**src/rtl/vga_sync_decoder.sv**
```systemverilog
// vga_sync_decoder: TinyVGA PMOD decoder with timing lock, pixel coordinates and optional frame CRC (macro VGA_DEC_CRC_EN)
module vga_sync_decoder #(
   parameter logic [9:0] H_TOTAL = 10'd800,
   parameter logic [9:0] H_SYNC  = 10'd96,
   parameter logic [9:0] H_ACT0  = 10'd144,
   parameter logic [9:0] H_ACT1  = 10'd783,
   parameter logic [9:0] V_TOTAL = 10'd525,
   parameter logic [9:0] V_SYNC  = 10'd2,
   parameter logic [9:0] V_ACT0  = 10'd35,
   parameter logic [9:0] V_ACT1  = 10'd514
) (
   input  logic        clk,
   input  logic        rst_n,
   input  logic [7:0]  vga_in,
   output logic        locked,
   output logic        pix_valid,
   output logic [9:0]  pix_x,
   output logic [9:0]  pix_y,
   output logic [5:0]  rgb,
   output logic        frame_done,
   output logic        timing_err,
   output logic [15:0] frame_crc
);
   typedef enum logic [1:0] {SEARCH, CHECK, LOCKED} state_t;
   state_t state_q, state_d;
   logic [7:0] s1_q;
   logic [1:0] s2_q;
   logic [9:0] h_q, l_q, h_cnt, line_cnt;
   logic err_q, err_d;
   logic hs_fall, hs_rise, vs_fall, vs_rise, lost, bad, active;
   logic pv_q, pv_d, fd_q, fd_d, te_q, te_d;
   logic [9:0] px_q, px_d, py_q, py_d;
   logic [5:0] rgb_q, rgb_d;
   assign hs_fall = s2_q[1] & ~s1_q[7];
   assign hs_rise = ~s2_q[1] & s1_q[7];
   assign vs_fall = s2_q[0] & ~s1_q[3];
   assign vs_rise = ~s2_q[0] & s1_q[3];
   assign h_cnt = hs_fall ? 10'd0 : (&h_q ? h_q : h_q + 10'd1);
   assign line_cnt = vs_fall ? 10'd0 : (hs_fall ? l_q + 10'd1 : l_q);
   assign lost = &h_cnt;
   // line total counts hsync falls, so a coincident hsync fall is the frame's last line
   assign bad = (hs_fall && ({1'b0, h_q} + 11'd1 != {1'b0, H_TOTAL}))
              | (hs_rise && (h_cnt != H_SYNC))
              | (vs_fall && ({1'b0, l_q} + {10'd0, hs_fall} != {1'b0, V_TOTAL}))
              | (vs_rise && (line_cnt != V_SYNC));
   assign active = h_cnt >= H_ACT0 && h_cnt <= H_ACT1 && line_cnt >= V_ACT0 && line_cnt <= V_ACT1;
   assign pv_d = state_d == LOCKED && active;
   assign fd_d = vs_fall && state_q == LOCKED && state_d == LOCKED;
   assign px_d = pv_d ? h_cnt - H_ACT0 : px_q;
   assign py_d = pv_d ? line_cnt - V_ACT0 : py_q;
   assign rgb_d = pv_d ? {s1_q[0], s1_q[4], s1_q[1], s1_q[5], s1_q[2], s1_q[6]} : rgb_q;
   assign locked = state_q == LOCKED;
   assign pix_valid = pv_q;
   assign pix_x = px_q;
   assign pix_y = py_q;
   assign rgb = rgb_q;
   assign frame_done = fd_q;
   assign timing_err = te_q;
   // lock FSM: sync loss wins, CHECK restarts silently, LOCKED reports failures
   always_comb begin
      state_d = state_q;
      te_d = 1'b0;
      err_d = vs_fall ? 1'b0 : err_q | bad;
      if (lost) begin
         state_d = SEARCH;
         te_d = state_q == LOCKED;
      end else begin
         case (state_q)
            SEARCH: state_d = vs_fall ? CHECK : SEARCH;
            CHECK: state_d = vs_fall ? ((err_q | bad) ? CHECK : LOCKED) : CHECK;
            LOCKED: begin
               state_d = bad ? SEARCH : LOCKED;
               te_d = bad;
            end
            default: state_d = SEARCH;
         endcase
      end
   end
   // input stage, counters, FSM state and registered outputs
   always_ff @(posedge clk or negedge rst_n) begin
      if (!rst_n) begin
         state_q <= SEARCH;
         s1_q <= 8'hFF;
         s2_q <= 2'b11;
         h_q <= '0;
         l_q <= '0;
         err_q <= 1'b0;
         pv_q <= 1'b0;
         fd_q <= 1'b0;
         te_q <= 1'b0;
         px_q <= '0;
         py_q <= '0;
         rgb_q <= '0;
      end else begin
         state_q <= state_d;
         s1_q <= vga_in;
         s2_q <= {s1_q[7], s1_q[3]};
         h_q <= h_cnt;
         l_q <= line_cnt;
         err_q <= err_d;
         pv_q <= pv_d;
         fd_q <= fd_d;
         te_q <= te_d;
         px_q <= px_d;
         py_q <= py_d;
         rgb_q <= rgb_d;
      end
   end
`ifdef VGA_DEC_CRC_EN
   logic [15:0] crc_q, fcrc_q;
   function automatic logic [15:0] crc_step(input logic [15:0] c, input logic [7:0] d);
      logic [15:0] r;
      r = c;
      for (int i = 7; i >= 0; i--) r = {r[14:0], 1'b0} ^ ((r[15] ^ d[i]) ? 16'h1021 : 16'h0000);
      return r;
   endfunction
   // running CRC over output pixels; seeded while unlocked and at every frame boundary
   always_ff @(posedge clk or negedge rst_n) begin
      if (!rst_n) begin
         crc_q <= 16'hFFFF;
         fcrc_q <= '0;
      end else begin
         fcrc_q <= fd_q ? crc_q : fcrc_q;
         crc_q <= (fd_q || state_q != LOCKED) ? 16'hFFFF : (pv_q ? crc_step(crc_q, {2'b00, rgb_q}) : crc_q);
      end
   end
   assign frame_crc = fcrc_q;
`else
   assign frame_crc = '0;
`endif
endmodule

```
**config.mk**
```make
export PLATFORM = sky130hd
export DESIGN_NAME = vga_sync_decoder
export DESIGN_NICKNAME = d
export VERILOG_FILES = /design/src/rtl/vga_sync_decoder.sv
export SDC_FILE = /design/constraint.sdc
export NUM_CORES = 1
export LEC_CHECK = 0
export CORE_MARGIN = 5
export CORE_UTILIZATION = 45
export DETAILED_ROUTE_END_ITERATION = 16
export MAX_ROUTING_LAYER = met4
export PLACE_DENSITY = 0.68
export SYNTH_ARGS = -nofsm -noshare
export SYNTH_HDL_FRONTEND = slang
export SYNTH_SLANG_ARGS = --single-unit
```
**constraint.sdc**
```tcl
create_clock -name clk -period 3.5 [get_ports clk]
set_input_delay 0.7 -clock clk [delete_from_list [all_inputs] [get_ports clk]]
set_output_delay 0.7 -clock clk [all_outputs]
set_load 0.01 [all_outputs]
```
[Yosys cells after proc, flatten, opt, wreduce, memory -nomap -nowiden]
Index checks and enable logic that the tools add are counted.
Word-level totals
  flip-flop bits (word level): 62
  input port bits: 10
  output and inout bits: 46
  word-level logic and storage cells: 67
Cells by class
  $add $sub $neg: 6
  magnitude comparators: 4
  eq/ne operators: 7
  muxes and demuxes: 13
  bitwise operators: 12
  reduce and logical (&&, ||, !) cells: 13
Operator list (number)
  $mux W10: 4
  $ne A11 B10 Y1 const B: 2
  $add A10 B1 Y10 const B: 2
  $le A10 B10 Y1 const B: 2
  $reduce_and A10 Y1: 2
  $add A10 B1 Y11: 1
  $add A10 B1 Y11 const B: 1
  $ge A10 B6 Y1 const B: 1
  $ge A10 B8 Y1 const B: 1
  $logic_and A1 B1 Y1: 10
  $ne A10 B2 Y1 const B: 1
  $ne A10 B7 Y1 const B: 1
  $sub A10 B6 Y10 const B: 1
  $sub A10 B8 Y10 const B: 1
  $mux W2: 4
  $pmux W2 S3: 1
  $and A1 B1 Y1: 4
  $eq A2 B2 Y1 const B: 2
  $mux W1: 4
  $not A1 Y1: 4
  $or A1 B1 Y1: 4
  $eq A2 B1 Y1 const B: 1
  $logic_not A2 Y1: 1

[Logic depth before layout (Yosys ltp)]
  depth in word-level cells: 15
  depth in mapped cells: 14
  gate-level depth less buffers: 12

[Worst setup path before layout]
Ideal clock, no wire load.
  path type: flip-flop to flip-flop
  start: reg s2_q[1]
  end: reg px_q[0], in the netlist pix_x[0]
  data arrival time: 3.068 ns
  required time: 3.375 ns
  path slack: 0.306 ns
  stages on the path, launching flop included: 14
  clock period less this slack: 3.194 ns
  cells stage by stage: dfstp_2 nand2b_4 inv_2 clkbuf_1 ha_1 ha_1 nor4b_1 nand3_1 o21ai_0 o21ai_0 a311oi_2 nand4_4 buf_6 mux2_4
On the way
  cells in the longest elaborated chain, start to end: 14
  elaborated cells on any way between the ends: 34
  classes of those cells: 2 x add/sub; 4 x order compare; 4 x eq/ne; 8 x mux; 7 x bitwise; 9 x reduce/logical
Ends and longest elaborated chain
  start: declaration: line 27  | logic [1:0] s2_q;
  start signal: assignment: line 97  | s2_q <= {s1_q[7], s1_q[3]};
  parallel branches: the longest is 14 deep, another holds $add A10 B1 Y11
  end signal: assignment: line 104  | px_q <= px_d;
  end: declaration: line 32  | logic [9:0] px_q, px_d, py_q, py_d;
Several ways; the timed one is not identified.
A chain may end at the register's enable or synchronous reset.

[Worst setup path after layout]
  start: reg s1_q[7]
  end: reg px_q[4], in the netlist pix_x[4]
On the way
  cells in the longest elaborated chain, start to end: 15
  elaborated cells on any way between the ends: 34
  classes of those cells: 2 x add/sub; 4 x order compare; 4 x eq/ne; 8 x mux; 7 x bitwise; 9 x reduce/logical
Ends and longest elaborated chain
  start: declaration: line 26  | logic [7:0] s1_q;
  start signal: assignment: line 96  | s1_q <= vga_in;
  parallel branches: the longest is 15 deep, another holds $add A10 B1 Y11
Several ways; the timed one is not identified.

==> summary by stage <==
Status
The run finished with clean final reports.

Finish
The fraction of layout instances using a drive strength above 1 is 0.203. The final core area utilization is 0.547. The flip-flop and latch area is about 0.0016 mm². The number of filler cells placed in the layout is 668. In the final layout, the multi-input gates occupy 0.00178 mm². The final non-filler cell area is 0.00421 mm². In the final design database the tool counted 391 nets. The antenna diode count is 0. The count of non-filler cells in the finished layout is about 480.

The area added between synthesis and finish is 18.8%.

Critical path
The worst register-to-register path begins at s1_q[7]$_DFF_PN1_. The startpoint type of the worst setup path is a flop. STA classifies the critical path endpoint as a flop. The maximum fanout along the worst path is 26.

At the worst endpoint, the arrival time is 3.49 ns. In this design, the stage delay of the slowest critical-path cell is 0.56 ns. The critical path goes through nand2b_4, inv_2, ha_1, ha_1, nor4b_1, nand3_1, o21ai_0, o21ai_0, a311oi_2, nand4_4, buf_12, mux2_4. The critical path contains buffers and inverters numbering 2 combined.

The worst reg-to-reg path cell count is 12. The type of the worst setup path is reg -> reg. The worst-case register-to-register setup slack is 0.22 ns. The worst register-to-register path ends at pix_x[4]$_DFFE_PN0P_. The family with the most delay on the worst path is simple AND/OR/NAND/NOR gates. STA puts the critical path data required time at 3.71 ns.

The cell with the largest stage delay on the worst path is dfstp_2.

STA
The final clock skew is a little over 0.008 ns. Setup repair after global routing left no endpoint under its margin. Timing would allow up to 305 MHz. For the finished layout, the period the worst path requires is 3.28 ns.

Setup violations remaining at the end of the flow were counted as 0. The number of hold-slack violations in the final timing report is 0. The final count of pins violating max slew was 0. The normalized max-slew margin is 0.340. For the pin with the worst max-slew slack, the measured transition is 0.990 ns. The final-layout setup total negative slack is 0 ns. The part of the cycle the worst path needs is 0.937.

Global routing
The global-route wire length before repair is roughly 12000 µm. The pin count of the biggest net entering global routing is 46. The aggregate global-route resource usage is 0.162. The initial antenna violation count is 0.

The via count of the first global-routing pass was 2467. The remaining global-route overflow is 0.

Placement
The number of port buffers is 39. Once placement finished, the instance area stood at between 0.003 and 0.004 mm². The number of placed instances, taps included, is 461. The placer's final routability congestion estimate is 0.905.

Summed over all nets, the half-perimeter wirelength after detailed placement is ~5300 µm.

Clocking
TritonCTS built the clock tree. Buffers added to address setup during post-CTS repair amount to 0. The buffer depth of the longest clock path is 2.

The clock latency on the worst-skew pair is 0.33 ns. The number of levels in the clock H-tree is 3. The cell at the root of the clock tree is clkbuf_8.

The post-cts sizing count is 0. Counting every sink on the clock net gives 62. The count of hold-fix buffers inserted at cts is 0. The clock-pin slew of the registers on the worst-case setup and hold paths is about 0.070 ns. The number of buffers created by CTS is 9.

Pwr
The leakage dissipation is 2.01 nW. IR analysis of the VDD net gives a maximum drop of between 0.0002 and 0.00025 V. For this design the ratio of total power to cell area is 405 mW/mm².

Floorplan
The placeable core region is between 0.007 and 0.008 mm². The die boundary width is 98.7 µm. The initial standard-cell utilization of the core is 0.461. The number of placed I/O pins is between 50 and 60. The floorplan step defined a die boundary enclosing 0.00974 mm².

The die is between 90 and 100 µm tall. The number of rows created at floorplan is 32.

Detailed routing
The antenna violation net count after detailed routing is 0. Using the TritonRoute via totals, the vias-per-cell ratio works out to 5.30. After detailed routing, the average wire length per cell comes to 15.1 µm.

The total iterations of the first detailed-routing run is 4. In this run, the number of DRC markers left after iteration 0 of detailed routing was 266. The total number of vias is 2530. After detailed routing, the number of remaining DRC violations is 0. The total wirelength of the detailed-routed design is 7210 µm.

Min path
The worst hold path terminates at s2_q[0]$_DFF_PN1_. The cell depth of the worst min-delay path is 0. The critical hold path startpoint is s1_q[3]$_DFF_PN1_. In this run the worst hold path is classified as reg -> reg.

Logic synthesis
The share of flip-flops with an asynchronous set or reset is 1.00. For this run, the number of Yosys warnings is 0. After synthesis, the largest family of logic cells by area is simple AND/OR/NAND/NOR gates. The instance count of the mapped netlist is between 300 and 400. The xor and xnor area share after synthesis is 0.0519. Counting flops with a built-in enable in the synthesized netlist gives 0.

Summing every instance area after synthesis gives 0.00354 mm². The share of cell area taken by muxes after synthesis is 0.127. The area share of fa/ha/maj cells after synthesis is 0.0389. The average instance in the mapped netlist occupies 10.9 µm². For this run, the register share of the synthesized area comes to 0.442. For this run, the leading register cell type out of synthesis is dfrtp_1.

Of the total synthesized cell area, the portion taken by AND, OR, NAND and NOR gates is 0.165. The compound-cell area share of the yosys netlist is 0.104. In this run, distinct cell masters in the synthesized netlist total 61. After synthesis the netlist holds a flip-flop and latch count of 62.

Job
The number of violations of the max-capacitance limit is 0.
metal layers:
layer,vias up,GRT usage,routed length [µm]
li1,1200,-,-
met1,1237,0.227,3530
met2,81,0.228,3170
met3,12,0.0311,395
met4,0,0.0693,113
met5,-,-,0
how the worst max path moves through the flow:
stage                 startpoint              endpoint  slack [ns]  depth (start not counted)
2_1_floorplan  s2_q[1]$_DFF_PN1_  pix_x[0]$_DFFE_PN0P_        0.31                         13
3_3_place_gp   s2_q[1]$_DFF_PN1_  pix_x[3]$_DFFE_PN0P_        0.28                         11
3_5_place_dp   s1_q[7]$_DFF_PN1_  pix_x[4]$_DFFE_PN0P_        0.24                         12
4_1_cts        s1_q[7]$_DFF_PN1_  pix_x[4]$_DFFE_PN0P_        0.22                         12
5_1_grt        s1_q[7]$_DFF_PN1_  pix_x[4]$_DFFE_PN0P_        0.05                         12
6_report       s1_q[7]$_DFF_PN1_  pix_x[4]$_DFFE_PN0P_        0.22                         12
registers in the layout, indices dropped and copies added, names as in the netlist, 2 cells and up:
name / count
h_q: 10
l_q: 10
pix_x: 10
pix_y: 10
s1_q: 8
rgb: 6
s2_q: 2
state_q: 2
power breakdown:
part           switching, mW  total, mW  leakage, nW  internal [mW]
clock network          0.263      0.681        0.110          0.419
registers             0.0381      0.792        0.817          0.753
logic                  0.139      0.229         1.08         0.0900
area by class of cell:
type	count	area share
Clock buffer	12	0.0345
Clock inverter	4	0.0167
Inverter	10	0.00892
Multi-Input combinational cell	237	0.424
Sequential cell	62	0.372
Tap cell	102	0.0303
Timing Repair Buffer	50	0.114
cell usage after synthesis, drive strengths merged (2+ instances only):
| cell type | number | area share |
|---|---|---|
| a2111o | 2 | 0.0064 |
| a211oi | 2 | 0.0042 |
| a21o | 5 | 0.011 |
| a21oi | 10 | 0.017 |
| a311oi | 2 | 0.0067 |
| a31oi | 5 | 0.0088 |
| and2 | 3 | 0.0053 |
| and3 | 3 | 0.0053 |
| and4 | 2 | 0.0049 |
| buf | 25 | 0.055 |
| clkbuf | 5 | 0.0053 |
| dfrtp | 52 | 0.37 |
| dfstp | 10 | 0.074 |
| ha | 11 | 0.039 |
| inv | 10 | 0.011 |
| mux2 | 27 | 0.11 |
| mux2i | 7 | 0.021 |
| nand2 | 29 | 0.031 |
| nand2b | 4 | 0.0092 |
| nand3 | 9 | 0.016 |
| nand4 | 7 | 0.018 |
| nand4b | 3 | 0.0074 |
| nor2 | 26 | 0.030 |
| nor2b | 4 | 0.0071 |
| nor3 | 4 | 0.0057 |
| nor4 | 2 | 0.0078 |
| nor4b | 2 | 0.0049 |
| o21a | 2 | 0.0042 |
| o21ai | 11 | 0.016 |
| o22ai | 2 | 0.0035 |
| o31a | 2 | 0.0049 |
| o31ai | 3 | 0.0064 |
| or4 | 2 | 0.0053 |
| xnor2 | 10 | 0.025 |
| xor2 | 11 | 0.027 |
cells by family (layout without fill, tap and decap cells):
kind of cell               count (synthesis)  after routing
AOI/OAI and AO/OA                         52             52
xor gates and xnor gates                  21             21
adders and majority gates                 11             11
buffers and inverters                     40             76
DFF                                       62             62
muxes                                     34             34
other                                      1             16
and+or+nand+nor                          103            103
per-stage QoR:
step	hold slack [ns]	setup slack, ns	total power [mW]
2_1_floorplan	0.361	0.306	0.966
3_3_place_gp	0.367	0.284	1.03
3_5_place_dp	0.381	0.237	1.03
4_1_cts	0.392	0.223	1.72
5_1_grt	0.397	0.0473	1.79
6_report	0.389	0.221	1.70
worst register-to-register path, stage by stage (launching register included):
cell and delay, ns:
dfstp_2 0.56, nand2b_4 0.23, inv_2 0.10, ha_1 0.21
ha_1 0.27, nor4b_1 0.26, nand3_1 0.12, o21ai_0 0.15
o21ai_0 0.11, a311oi_2 0.41, nand4_4 0.18, buf_12 0.21
mux2_4 0.35
cell usage in the layout, fill, tap and decap left out, types with 8 or more instances in the layout:
cell type and instances:
dfstp_2 10, xnor2_1 10, nand3_1 8, ha_1 11, buf_4 10, o21ai_0 10
clkbuf_8 10, nand2_1 29, mux2_4 19, inv_1 9, clkdlybuf4s50_1 38, conb_1 16
a21oi_1 9, nor2_1 25, xor2_1 11, mux2_2 8, dfrtp_1 52
(Power assumes the default switching activity.)
